[src/rtl/preproc_frame_ctrl_if.sv]
// Control/status bundle of the frame sequencer.
//   start, stop, num_frames     : run control from software
//   frame_start_i, frame_store_i: frame events from the pipeline
//   fifo_overflow_i, unexpected_data_i, unexpected_tlast_i : error indications
//   stream_en_o, frame_type_o, diff_en_o, busy_o, done_o,
//   frame_cnt_o, err_o           : sequencer status/controls
// Modports: master drives the inputs (software/pipeline side),
//           slave is the sequencer itself.
interface preproc_frame_ctrl_if #(
  parameter int unsigned CNT_W = 16
);
  logic             start;
  logic             stop;
  logic [CNT_W-1:0] num_frames;
  logic             frame_start_i;
  logic             frame_store_i;
  logic             fifo_overflow_i;
  logic             unexpected_data_i;
  logic             unexpected_tlast_i;
  logic             stream_en_o;
  logic [1:0]       frame_type_o;
  logic             diff_en_o;
  logic             busy_o;
  logic             done_o;
  logic [CNT_W-1:0] frame_cnt_o;
  logic [3:0]       err_o;

  modport master (
    output start, stop, num_frames, frame_start_i, frame_store_i,
           fifo_overflow_i, unexpected_data_i, unexpected_tlast_i,
    input  stream_en_o, frame_type_o, diff_en_o, busy_o, done_o,
           frame_cnt_o, err_o
  );

  modport slave (
    input  start, stop, num_frames, frame_start_i, frame_store_i,
           fifo_overflow_i, unexpected_data_i, unexpected_tlast_i,
    output stream_en_o, frame_type_o, diff_en_o, busy_o, done_o,
           frame_cnt_o, err_o
  );
endinterface

[src/rtl/preproc_frame_ctrl.sv]
// Frame-level sequencer for the preprocessing pipeline. Chooses per frame
// whether it is captured as a new reference (REF) or differenced (DIFF),
// gates upstream acceptance, counts completed frames and latches errors.
// Ports:
//   aclk    : clock, rising edge
//   aresetn : asynchronous active-low reset
//   bus     : preproc_frame_ctrl_if.slave control/status bundle
module preproc_frame_ctrl #(
  parameter int unsigned REF_PERIOD = 16,
  parameter int unsigned CNT_W      = 16
) (
  input logic                 aclk,
  input logic                 aresetn,
  preproc_frame_ctrl_if.slave bus
);

  localparam logic [1:0] S_IDLE = 2'd0;
  localparam logic [1:0] S_ARM  = 2'd1;
  localparam logic [1:0] S_RUN  = 2'd2;
  localparam logic [1:0] S_ERR  = 2'd3;

  localparam logic [1:0] T_REF  = 2'b00;
  localparam logic [1:0] T_DIFF = 2'b01;

  localparam logic [15:0] REF_LAST = 16'(REF_PERIOD - 1);

  logic [1:0]       state_q, state_d;
  logic [15:0]      ref_cnt_q, ref_cnt_d;
  logic             stop_pend_q, stop_pend_d;
  logic [CNT_W-1:0] num_q, num_d;
  logic [CNT_W-1:0] cnt_q, cnt_d;
  logic [3:0]       err_q, err_d;
  logic [1:0]       type_q, type_d;
  logic             done_q, done_d;
  logic             stream_en_q;
  logic             diff_en_q;

  logic [3:0]       err_hit;
  logic [CNT_W-1:0] cnt_inc;

  always_comb begin
    state_d     = state_q;
    ref_cnt_d   = ref_cnt_q;
    stop_pend_d = stop_pend_q;
    num_d       = num_q;
    cnt_d       = cnt_q;
    err_d       = err_q;
    type_d      = type_q;
    done_d      = 1'b0;
    err_hit     = '0;
    cnt_inc     = cnt_q + 1'b1;

    case (state_q)
      S_IDLE, S_ERR: begin
        // A restart always begins with REF: BRAM contents are untrusted.
        if (bus.start) begin
          state_d     = S_ARM;
          ref_cnt_d   = '0;
          stop_pend_d = 1'b0;
          num_d       = bus.num_frames;
          cnt_d       = '0;
          err_d       = '0;
          type_d      = T_REF;
        end
      end
      S_ARM: begin
        err_hit = {1'b0, bus.unexpected_tlast_i, bus.unexpected_data_i,
                   bus.fifo_overflow_i};
        if (|err_hit) begin
          err_d   = err_q | err_hit;
          state_d = S_ERR;
        end else if (bus.stop) begin
          state_d = S_IDLE;
          done_d  = 1'b1;
        end else if (bus.frame_start_i) begin
          state_d = S_RUN;
        end
      end
      S_RUN: begin
        // A second frame start without a store is a sequence error (bit 3);
        // all errors outrank store/stop so the faulty frame is not counted.
        err_hit = {bus.frame_start_i, bus.unexpected_tlast_i,
                   bus.unexpected_data_i, bus.fifo_overflow_i};
        if (|err_hit) begin
          err_d   = err_q | err_hit;
          state_d = S_ERR;
        end else if (bus.frame_store_i) begin
          cnt_d = cnt_inc;
          if (stop_pend_q || bus.stop || ((num_q != '0) && (cnt_inc == num_q))) begin
            state_d = S_IDLE;
            done_d  = 1'b1;
          end else begin
            state_d = S_ARM;
            if (ref_cnt_q >= REF_LAST) begin
              ref_cnt_d = '0;
              type_d    = T_REF;
            end else begin
              ref_cnt_d = ref_cnt_q + 16'd1;
              type_d    = T_DIFF;
            end
          end
        end else if (bus.stop) begin
          stop_pend_d = 1'b1;
        end
      end
      default: state_d = S_IDLE;
    endcase
  end

  always_ff @(posedge aclk or negedge aresetn) begin
    if (!aresetn) begin
      state_q     <= S_IDLE;
      ref_cnt_q   <= '0;
      stop_pend_q <= 1'b0;
      num_q       <= '0;
      cnt_q       <= '0;
      err_q       <= '0;
      type_q      <= T_REF;
      done_q      <= 1'b0;
      stream_en_q <= 1'b0;
      diff_en_q   <= 1'b0;
    end else begin
      state_q     <= state_d;
      ref_cnt_q   <= ref_cnt_d;
      stop_pend_q <= stop_pend_d;
      num_q       <= num_d;
      cnt_q       <= cnt_d;
      err_q       <= err_d;
      type_q      <= type_d;
      done_q      <= done_d;
      stream_en_q <= (state_d == S_ARM) || (state_d == S_RUN);
      diff_en_q   <= (type_d == T_DIFF);
    end
  end

  assign bus.stream_en_o  = stream_en_q;
  assign bus.busy_o       = stream_en_q;
  assign bus.frame_type_o = type_q;
  assign bus.diff_en_o    = diff_en_q;
  assign bus.done_o       = done_q;
  assign bus.frame_cnt_o  = cnt_q;
  assign bus.err_o        = err_q;

endmodule

[src/flat_wrapper.sv]
// flat-port wrapper written by rule: the top's interface ports become plain ports
module preproc_frame_ctrl_flat 
#(
  parameter int unsigned REF_PERIOD = 16,
  parameter int unsigned CNT_W      = 16
)
  (aclk, aresetn, bus_start, bus_stop, bus_num_frames, bus_frame_start_i, bus_frame_store_i, bus_fifo_overflow_i, bus_unexpected_data_i, bus_unexpected_tlast_i, bus_stream_en_o, bus_frame_type_o, bus_diff_en_o, bus_busy_o, bus_done_o, bus_frame_cnt_o, bus_err_o);
  preproc_frame_ctrl_if #(.CNT_W(CNT_W)) bus_i ();
  input logic aclk;
  input logic aresetn;
  input wire logic [$bits(bus_i.start)-1:0] bus_start;
  input wire logic [$bits(bus_i.stop)-1:0] bus_stop;
  input wire logic [$bits(bus_i.num_frames)-1:0] bus_num_frames;
  input wire logic [$bits(bus_i.frame_start_i)-1:0] bus_frame_start_i;
  input wire logic [$bits(bus_i.frame_store_i)-1:0] bus_frame_store_i;
  input wire logic [$bits(bus_i.fifo_overflow_i)-1:0] bus_fifo_overflow_i;
  input wire logic [$bits(bus_i.unexpected_data_i)-1:0] bus_unexpected_data_i;
  input wire logic [$bits(bus_i.unexpected_tlast_i)-1:0] bus_unexpected_tlast_i;
  output wire logic [$bits(bus_i.stream_en_o)-1:0] bus_stream_en_o;
  output wire logic [$bits(bus_i.frame_type_o)-1:0] bus_frame_type_o;
  output wire logic [$bits(bus_i.diff_en_o)-1:0] bus_diff_en_o;
  output wire logic [$bits(bus_i.busy_o)-1:0] bus_busy_o;
  output wire logic [$bits(bus_i.done_o)-1:0] bus_done_o;
  output wire logic [$bits(bus_i.frame_cnt_o)-1:0] bus_frame_cnt_o;
  output wire logic [$bits(bus_i.err_o)-1:0] bus_err_o;
  assign bus_i.start = bus_start;
  assign bus_i.stop = bus_stop;
  assign bus_i.num_frames = bus_num_frames;
  assign bus_i.frame_start_i = bus_frame_start_i;
  assign bus_i.frame_store_i = bus_frame_store_i;
  assign bus_i.fifo_overflow_i = bus_fifo_overflow_i;
  assign bus_i.unexpected_data_i = bus_unexpected_data_i;
  assign bus_i.unexpected_tlast_i = bus_unexpected_tlast_i;
  assign bus_stream_en_o = bus_i.stream_en_o;
  assign bus_frame_type_o = bus_i.frame_type_o;
  assign bus_diff_en_o = bus_i.diff_en_o;
  assign bus_busy_o = bus_i.busy_o;
  assign bus_done_o = bus_i.done_o;
  assign bus_frame_cnt_o = bus_i.frame_cnt_o;
  assign bus_err_o = bus_i.err_o;
  preproc_frame_ctrl #(.REF_PERIOD(REF_PERIOD), .CNT_W(CNT_W)) u_core (.aclk(aclk), .aresetn(aresetn), .bus(bus_i));
endmodule
[config.mk]
export PLATFORM = sky130hd
export DESIGN_NAME = preproc_frame_ctrl_flat
export DESIGN_NICKNAME = d
export VERILOG_FILES = /design/src/rtl/preproc_frame_ctrl_if.sv /design/src/rtl/preproc_frame_ctrl.sv /design/src/flat_wrapper.sv
export SDC_FILE = /design/constraint.sdc
export NUM_CORES = 1
export LEC_CHECK = 0
export ABC_AREA = 1
export CORE_UTILIZATION = 50
export CTS_BUF_LIST = sky130_fd_sc_hd__clkbuf_4
export DETAILED_ROUTE_END_ITERATION = 8
export GPL_TIMING_DRIVEN = 0
export PLACE_DENSITY = 0.88
export SETUP_SLACK_MARGIN = 0.5
export SLEW_MARGIN = 20
export SYNTH_ARGS = -nofsm -noshare
export SYNTH_HDL_FRONTEND = slang
export SYNTH_SLANG_ARGS = --single-unit
[constraint.sdc]
create_clock -name aclk -period 1.85 [get_ports aclk]
set_input_delay 0.185 -clock aclk [delete_from_list [all_inputs] [get_ports aclk]]
set_output_delay 0.185 -clock aclk [all_outputs]
set_load 0.02 [all_outputs]
# --- After elaboration in Yosys (flattened, before gate mapping) ---
# Index checks and enable logic that the tools add are counted.
totals:
  memories: 0
  mem_bits_rw: 0
  regBits: 60
  latch_bits: 0
  output_inout_bits: 26
  romBits: 0
  in_bits: 25
  word_cells: 83
op_classes:
  n_reduce_logical: 15
  n_eq_ne: 15
  n_addsub: 2
  n_div: 0
  magnitude_cmp: 1
  n_bitwise: 2
  muxes: 38
  shifts: 0
  n_mul: 0
ops:
  columns: ["op", "count"]
  rows:
  - ["2-to-1 mux 16 bit", 7]
  - ["one-hot mux 16 bit (2 select lines)", 2]
  - ["adder 16 x 1 -> 16 bit (second input constant)", 2]
  - ["2-to-1 mux 2 bit", 10]
  - ["== test 16 bit", 1]
  - ["greater-or-equal comparator 16 x 4 -> 1 bit (second input constant)", 1]
  - ["nonzero test 16 bit", 1]
  - ["2-to-1 mux 4 bit", 3]
  - ["inequality test 2 bit (second input constant)", 6]
  - ["one-hot mux 4 bit (3 select lines)", 1]
  - ["2-to-1 mux 1 bit", 11]
  - ["AND reduction 5 bit", 2]
  - ["== test 2 x 1 -> 1 bit (second input constant)", 3]
  - ["== test 2 bit (second input constant)", 3]
  - ["one-hot mux 2 bit (3 select lines)", 1]
  - ["inequality test 2 x 1 -> 1 bit (second input constant)", 2]
  - ["bitwise OR 4 x 3 -> 4 bit", 1]
  - ["bitwise OR 4 bit", 1]
  - ["one-hot mux 1 bit (2 select lines)", 2]
  - ["one-hot mux 2 bit (2 select lines)", 1]
  - ["AND reduction 4 bit", 1]
  - ["OR reduction 4 bit", 1]
  - ["logical OR 1 bit", 3]
  - ["AND reduction 3 bit", 1]
  - ["6 further kinds", 6]

# --- Depth between registers and ports, before layout ---
# Gate-level depths: netlist (run 1).
depth:
  ltp_word: 10
  ltp_mapped: 19
  ltp_nobuf: 19

# --- Worst setup path before layout (run 1) ---
# No wires, ideal clock.
synth_path:
  path_kind: "reg-to-reg"
  startpoint: "register u_core.cnt_q[0], in the netlist u_core.bus.frame_cnt_o[0]"
  endpoint: "register u_core.ref_cnt_q[10]"
  required_time_ps: 1779
  n_path_buf: 1
  arrival_ps: 2123
  setup_ps: 71
  path_stages_with_launch: 19
  period_less_slack_ps: 2194
  slack_ps: -344
  path_cell_list: "dfrtp_1 > ha_1 > nand2_1 > nor2_4 > nand2_1 > inv_1 > nand2_1 > nand3_1 > nand2_1 > inv_1 > nand3_1 > nor2_1 > nand2_1 > nand2_1 > nand2_1 > nand2_2 > inv_2 > buf_6 > nor2_1"
synth_via:
  elab_chain_len: 6
synth_lines:
  columns: ["item", "line", "rtl"]
  rows:
  - ["start, declared", "preproc_frame_ctrl.sv:31", "logic [CNT_W-1:0] cnt_q, cnt_d;"]
  - ["start signal, assigned", "preproc_frame_ctrl.sv:127", "cnt_q <= cnt_d;"]
  - ["adder 16 x 1 -> 16 bit", "preproc_frame_ctrl.sv:51", "cnt_inc = cnt_q + 1'b1;"]
  - ["== test 16 bit", "preproc_frame_ctrl.sv:89", "if (stop_pend_q || bus.stop || ((num_q != '0) && (cnt_inc == num_q))) begin"]
  - ["logical AND 1 bit", "preproc_frame_ctrl.sv:89", null]
  - ["logical OR 1 bit", "preproc_frame_ctrl.sv:89", null]
  - ["inequality test 2 bit (no source line)", null, null]
  - ["AND reduction 5 bit (no source line)", null, null]
  - ["end signal, assigned", "preproc_frame_ctrl.sv:124", "ref_cnt_q <= ref_cnt_d;"]
  - ["end, declared", "preproc_frame_ctrl.sv:28", "logic [15:0] ref_cnt_q, ref_cnt_d;"]
# No other way between the ends.
# A chain may end at the register's enable or synchronous reset.

# --- Worst setup path after layout (run 1) ---
layout_path:
  startpoint: "register u_core.cnt_q[2], in the netlist u_core.bus.frame_cnt_o[2]"
  endpoint: "register u_core.ref_cnt_q[0]"
# Same word-level chain as after synthesis.

==> run metrics, run 1 <==
antenna cells=0; Max Buffers Root-to-Sink=2; Total Power=roughly 7300 µW; main combinational cell family by area after synthesis=simple AND/OR/NAND/NOR gates; worst setup path class=reg2reg; final slew viol count=0; # DRC=2; Synth area leaders=dfrtp_1 46%, nand2_1 12%, inv_1 7.3%; total CTS buffers=9; Post-Syn Nets=457; worst r2r path cells=17; first-pass GRT wire length=17.1 mm; Final WS setup=-765 ps; root buf cell=clkbuf_4; DRT Wirelength=~13 mm; Fin. Hold Viols=0; Placeable Area=roughly 6300 µm²; RR Endpoint=u_core.ref_cnt_q[0]; Power Dens Cells=1390 nW/µm²; Worst Hold Class=in2async; dpl hpwl=5.95 mm; Clock transition at path regs=between 100 and 150 ps; final critical-path share of the clock period=1.41; GRT Residual Overflow=0; largest net degree at the start of global routing=46; Syn Area/Cell=7.62 µm²; WP data required=approximately 2200 ps; min Tclk post-route=2620 ps; #FFs+latches synth=60; H-Tree Depth=3; die height=82.6 µm; maximum vdd drop=roughly 1.0 mV; Slew headroom=0.626; Final nets=about 570; Warnings, synthesis=0; Synth Flop Type=dfrtp_1; DRT Pass-1 Iters=9; mux contribution to synthesized area=0.0208; Critical R2R Launch=u_core.bus.frame_cnt_o[2]; Yosys cell types=34; worst slack, placed=-543 ps; layout cells sized above 1=0.403; worst hold slack=roughly 140 ps; Skew-Pair Late Insertion Delay=about 460 ps; PortBufs=50; failing checks=DRC, setup timing; Layout Area Growth over Synthesis=60.2%; Worst Tran Pin Value=560 ps; CTS tree=done; complex-gate fraction of the synthesized area=0.0947; Leak Pwr=roughly 0.0023 µW; Post-Synthesis Cell Area=between 3000 and 4000 µm²; CP Max Fanout=5; DIE WIDTH=about 83 µm; ys async rst share=1.00; Setup-failing EPs final=37; Die Footprint=between 6000 and 7000 µm²; initial DRC count=between 600 and 700; row count=29; clock sink count=60; r2r setup slk=-770 ps; Area after DPL=~4000 µm²; maxcap violations=0; initial antenna violation count=0; Post-Synth Simple-Gate Area=0.299; WL/cell=between 20 and 25 µm; xor/xnor share of the synthesized area=0.0177; RSZ-0062 raised after global routing=true; leading area contributor after synthesis=dfrtp_1; Arrival @ worst endpoint=between 2000 and 3000 ps; routed vias=3978; Worst setup EP type=flip-flop; post-route clock skew=~17 ps; EDFF count, synth=0; Yosys top cell area share=0.462; status=complete, but fails checks; Post-Synth Adder-Cell Area=0.0192; number of global-route vias before repair=3609; Final GP Congestion=0.870; Vias/cell=approximately 6.4; sequential share of the synthesized area=0.462; Max Fclk=approximately 0.38 GHz; Initial Utilization=0.515; Gate Count Post-Synth=approximately 430; Ports=51; gr usage total=0.345; Setup crit start kind=flip-flop; DRT antenna net count=0; final instance area=approximately 5200 µm²; fillers=around 330
[logic make-up (layout without fill, tap and decap cells)]
logic type / count (synthesis) / count (layout)
AND/OR/NAND/NOR: 224 / 225
buffers and inverters: 72 / 190
flip-flops: 60 / 60
AO/OA/AOI/OAI: 55 / 55
multiplexers: 6 / 6
adder cells (fa/ha/maj): 5 / 5
XOR/XNOR: 5 / 5
[how the worst max path moves through the flow]
stage	start	to	slack (ps)	cells past startpoint
6_report	u_core.bus.frame_cnt_o[2]	u_core.ref_cnt_q[0]	-770	17
5_1_grt	u_core.bus.frame_cnt_o[2]	u_core.ref_cnt_q[9]	-990	17
4_1_cts	u_core.bus.frame_cnt_o[0]	u_core.ref_cnt_q[8]	-340	18
3_5_place_dp	bus_unexpected_data_i	u_core.bus.frame_cnt_o[4]	-540	9
3_3_place_gp	aresetn	u_core.bus.frame_cnt_o[1]	-1480	1
2_1_floorplan	u_core.bus.frame_cnt_o[0]	u_core.ref_cnt_q[10]	-180	18
[cell type report]
| class | count | area (µm²) | share of cell area |
|---|---|---|---|
| plain buffers | 7 | 121 | 0.0233 |
| multi-input cells | 296 | 2100 | 0.403 |
| clock inverters | 7 | 75.1 | 0.0144 |
| repair buffers | 101 | 967 | 0.186 |
| well taps | 77 | 96.3 | 0.0185 |
| flip-flops and latches | 60 | 1510 | 0.290 |
| clock buffers | 9 | 67.6 | 0.0130 |
| repair inverters | 1 | 5.00 | 0.000961 |
| inverters | 65 | 264 | 0.0507 |
[Yosys cell counts, drive strengths merged, types with 2 or more instances]
cell type  instances
clkbuf             4
nand4             11
ha                 5
nor3               8
o21ai             13
a21oi             24
o22ai             12
xor2               3
nand3b             5
nor2              57
dfrtp             60
mux2               6
inv               64
nand3             34
nor4               2
nand2            105
buf                3
[per-layer routing]
metal	track usage	up-vias	wire length (µm)
li1	-	1620	-
met1	0.369	1862	4440
met2	0.576	347	6200
met3	0.0901	149	1330
met4	0.274	0	1270
met5	0	-	0
[power by group]
part,total [µW],switching (µW),internal (µW)
logic,4330,2400,1940
clock network,1030,614,420
registers,1890,282,1600
[cells in the final DEF (no fill, tap or decap), types with 4 or more instances in the layout]
master	instances
a21oi_1	9
a21oi_2	15
buf_2	6
buf_4	29
buf_6	23
clkbuf_16	4
clkbuf_2	6
clkbuf_4	9
clkdlybuf4s50_1	23
clkinv_4	4
dfrtp_1	51
dfrtp_2	9
dlygate4sd2_1	5
inv_1	57
mux2_4	6
nand2_1	87
nand2_2	12
nand2_4	4
nand3_1	26
nand3_2	7
nand3b_1	5
nand4_1	11
nor2_1	18
nor2_2	8
nor2_4	31
nor3_1	7
o21ai_0	5
o21ai_2	5
o22ai_2	11
[state kept, by name, summed over array words and instances, names as in the netlist]
signal                   flops
u_core.bus.frame_type_o      2
u_core.bus.done_o            1
u_core.bus.diff_en_o         1
u_core.bus.busy_o            1
u_core.bus.frame_cnt_o      16
u_core.stop_pend_q           1
u_core.bus.err_o             4
u_core.state_q               2
u_core.num_q                16
u_core.ref_cnt_q            16
[critical path, cell delays in order (launching register included)]
cell	delay (ps)
dfrtp_2	450
nand3_2	170
nor2_4	250
nand2_1	110
nand2_1	120
nand2_1	150
nand2_1	170
nand2_1	80
nor2_1	130
nand2_1	100
nor2_4	130
nand2_2	90
nand2_2	80
nand2_2	70
nand2_4	110
buf_6	130
a21oi_2	40
a21oi_1	150
[per-stage QoR]
step / setup TNS (ps) / util / std cells
2_1_floorplan: -2490 / - / 427
3_3_place_gp: -88790 / 0.623 / 554
3_5_place_dp: -15050 / 0.627 / 555
4_1_cts: -6570 / 0.767 / 607
5_1_grt: -22470 / 0.825 / 623
6_report: -16780 / 0.825 / 623
[timing repair]
action                                  CTS  global route
hold buffers                              1             0
hold endpoints to repair                 60             0
pin swaps                                16            22
cloned                                    3             2
endpoints found under the setup margin   86            80
setup buffers                            32            14
resized for setup                       171           101
(Power assumes the default switching activity.)
==> inputs of run 2 (changes only) <==
--- a/config.mk
+++ b/config.mk
@@ -11,6 +11,7 @@
 export DETAILED_ROUTE_END_ITERATION = 8
 export GPL_TIMING_DRIVEN = 0
 export PLACE_DENSITY = 0.88
+export RECOVER_POWER = 50
 export SETUP_SLACK_MARGIN = 0.5
 export SLEW_MARGIN = 20
 export SYNTH_ARGS = -nofsm -noshare
==> run 2 against run 1 <==
Effect of this change: the flow still finishes with violations (DRC, setup timing); core utilization shrank 0.38 points; non-clock buffer count did not move; clock power about the same; critical path depth unchanged; critical path type unchanged.
==> run metrics, run 2 (synthesis gave the netlist of run 1 again) <==
Worst Hold Class=in2reg; Arrival @ worst endpoint=slightly above 3000 ps; Worst setup startpoint=u_core.bus.frame_cnt_o[2]; Initial Utilization=0.515; Setup-failing EPs final=37; Final GP Congestion=0.870; Slew headroom=0.412; PortBufs=50; Hold Startpoint=bus_fifo_overflow_i; Skew-Pair Late Insertion Delay=approximately 450 ps; root buf cell=clkbuf_4; first-pass GRT wire length=17.1 mm; Multi-input gate area=around 2100 µm²; worst hold slack=~330 ps; Critical R2R Launch=u_core.bus.frame_cnt_o[2]; row count=29; Ports=a little over 50; Placeable Area=6310 µm²; Power Dens Cells=about 1400 nW/µm²; worst setup path class=reg2reg; Worst path slowest cell=dfrtp_2; Setup crit start kind=flip-flop; Vias/cell=around 6.4; CP Max Fanout=5; Die Footprint=6830 µm²; Layout Area Growth over Synthesis=59.5%; min Tclk post-route=between 2000 and 3000 ps; Fin. Hold Viols=0; crit path cell chain=nand3_2 -> nor2_4 -> nand2_1 -> nand2_1 -> nand2_1 -> nand2_1 -> nand2_1 -> nor2_1 -> nand2_1 -> nor2_4 -> nand2_2 -> nand2_2 -> nand2_2 -> nand2_4 -> clkinv_4 -> clkbuf_16 -> nor2_2; most used cell, CP=nand2_1; FF/Latch Area=1510 µm²; Max Buffers Root-to-Sink=2; Leak Pwr=approximately 0.0023 µW; number of global-route vias before repair=between 3k and 4k; DRT Wirelength=roughly 13 mm; initial antenna violation count=0; routed vias=approximately 4k; crit path buf inv count=2; largest net degree at the start of global routing=between 40 and 50; WL/cell=21.3 µm; status=complete, but fails checks; DRT Pass-1 Iters=8; final critical-path share of the clock period=1.44; GRT Residual Overflow=0; die height=82.6 µm; Max Fclk=0.376 GHz; maximum vdd drop=~1.0 mV; Final nets=approximately 570; failing checks=DRC, setup timing; Clock transition at path regs=approximately 120 ps; # DRC=2; Final WS setup=-809 ps; placed cells=about 560; DIE WIDTH=between 80 and 90 µm; DRT antenna net count=0; initial DRC count=between 600 and 700; Worst Tran Pin Value=between 800 and 900 ps; gr usage total=0.345; WP data required=between 2000 and 2500 ps; final slew viol count=0; CP top delay family=simple AND/OR/NAND/NOR gates; post-route clock skew=around 16 ps; RSZ-0062 raised after global routing=true; most frequent cells in the layout=87 x nand2_1, 57 x inv_1, 51 x dfrtp_1, 31 x nor2_4, 28 x buf_4; clock sink count=60; H-Tree Depth=3; total CTS buffers=9; antenna cells=0; CTS tree=done; commonest non-fill, non-tap cell in the layout=nand2_1; CP peak stage delay=around 460 ps; Worst setup EP type=flip-flop; final cell count without fillers=623; dpl hpwl=5.95 mm; fillers=337; layout cells sized above 1=0.401; maxcap violations=0
## run 2: timing repair
action,4_1_cts,5_1_grt
endpoints found under the hold margin,60,0
setup endpoints to repair,86,80
gates resized for setup,171,101
buffers inserted,32,14
pin swaps,16,22
gates cloned,3,2
hold buffers,1,0
## run 2: area by class of cell
| cell class | instances | share of cell area |
|---|---|---|
| clock buffer | 9 | 0.0130 |
| timing repair inverter | 1 | 0.000965 |
| multi-input combinational | 296 | 0.405 |
| clock inverter | 7 | 0.0145 |
| tap | 77 | 0.0186 |
| timing repair buffer | 101 | 0.182 |
| buffer | 7 | 0.0234 |
| inverter | 65 | 0.0509 |
| sequential | 60 | 0.292 |
## run 2: layer usage
layer | GRT usage | part of all wire
met1 | 0.369 | 0.34
met2 | 0.576 | 0.47
met3 | 0.0901 | 0.099
met4 | 0.274 | 0.095
met5 | 0 | 0
## run 2: stage by stage
stage / utilization / instance area [µm²] / setup slack [ps] / power, µW / TNS (ps)
floorplan: - / 3340 / -175 / 3390 / -2490
global placement: 0.623 / 3940 / -1480 / 3950 / -88790
detailed placement: 0.627 / 3960 / -543 / 4060 / -15050
CTS: 0.767 / 4840 / -342 / 6230 / -6570
global route: 0.821 / 5190 / -986 / 7490 / -22470
finish: 0.821 / 5190 / -809 / 7250 / -17770
## run 2: final timing paths
kind / depth (start not counted) / end / slack (ps)
min in group asynchronous: 2 / u_core.num_q[2] / 370
max reg2reg: 17 / u_core.ref_cnt_q[5] / -810
min: 3 / u_core.bus.err_o[0] / 330
max: 17 / u_core.ref_cnt_q[5] / -810
min reg2reg: 2 / u_core.ref_cnt_q[15] / 500
max in group asynchronous: 3 / u_core.bus.frame_cnt_o[9] / 260
## run 2: power by group
part | total (µW) | switching (µW) | internal, µW
clock network | 1030 | 612 | 421
logic | 4330 | 2400 | 1930
registers | 1890 | 286 | 1600
## run 2: worst reg2reg max path, stage by stage, from the launching register on
cell and delay [ps]:
dfrtp_2 460, nand3_2 170, nor2_4 250, nand2_1 120, nand2_1 130, nand2_1 160
nand2_1 180, nand2_1 80, nor2_1 130, nand2_1 100, nor2_4 130, nand2_2 100
nand2_2 80, nand2_2 70, nand2_4 110, clkinv_4 100, clkbuf_16 170, nor2_2 70
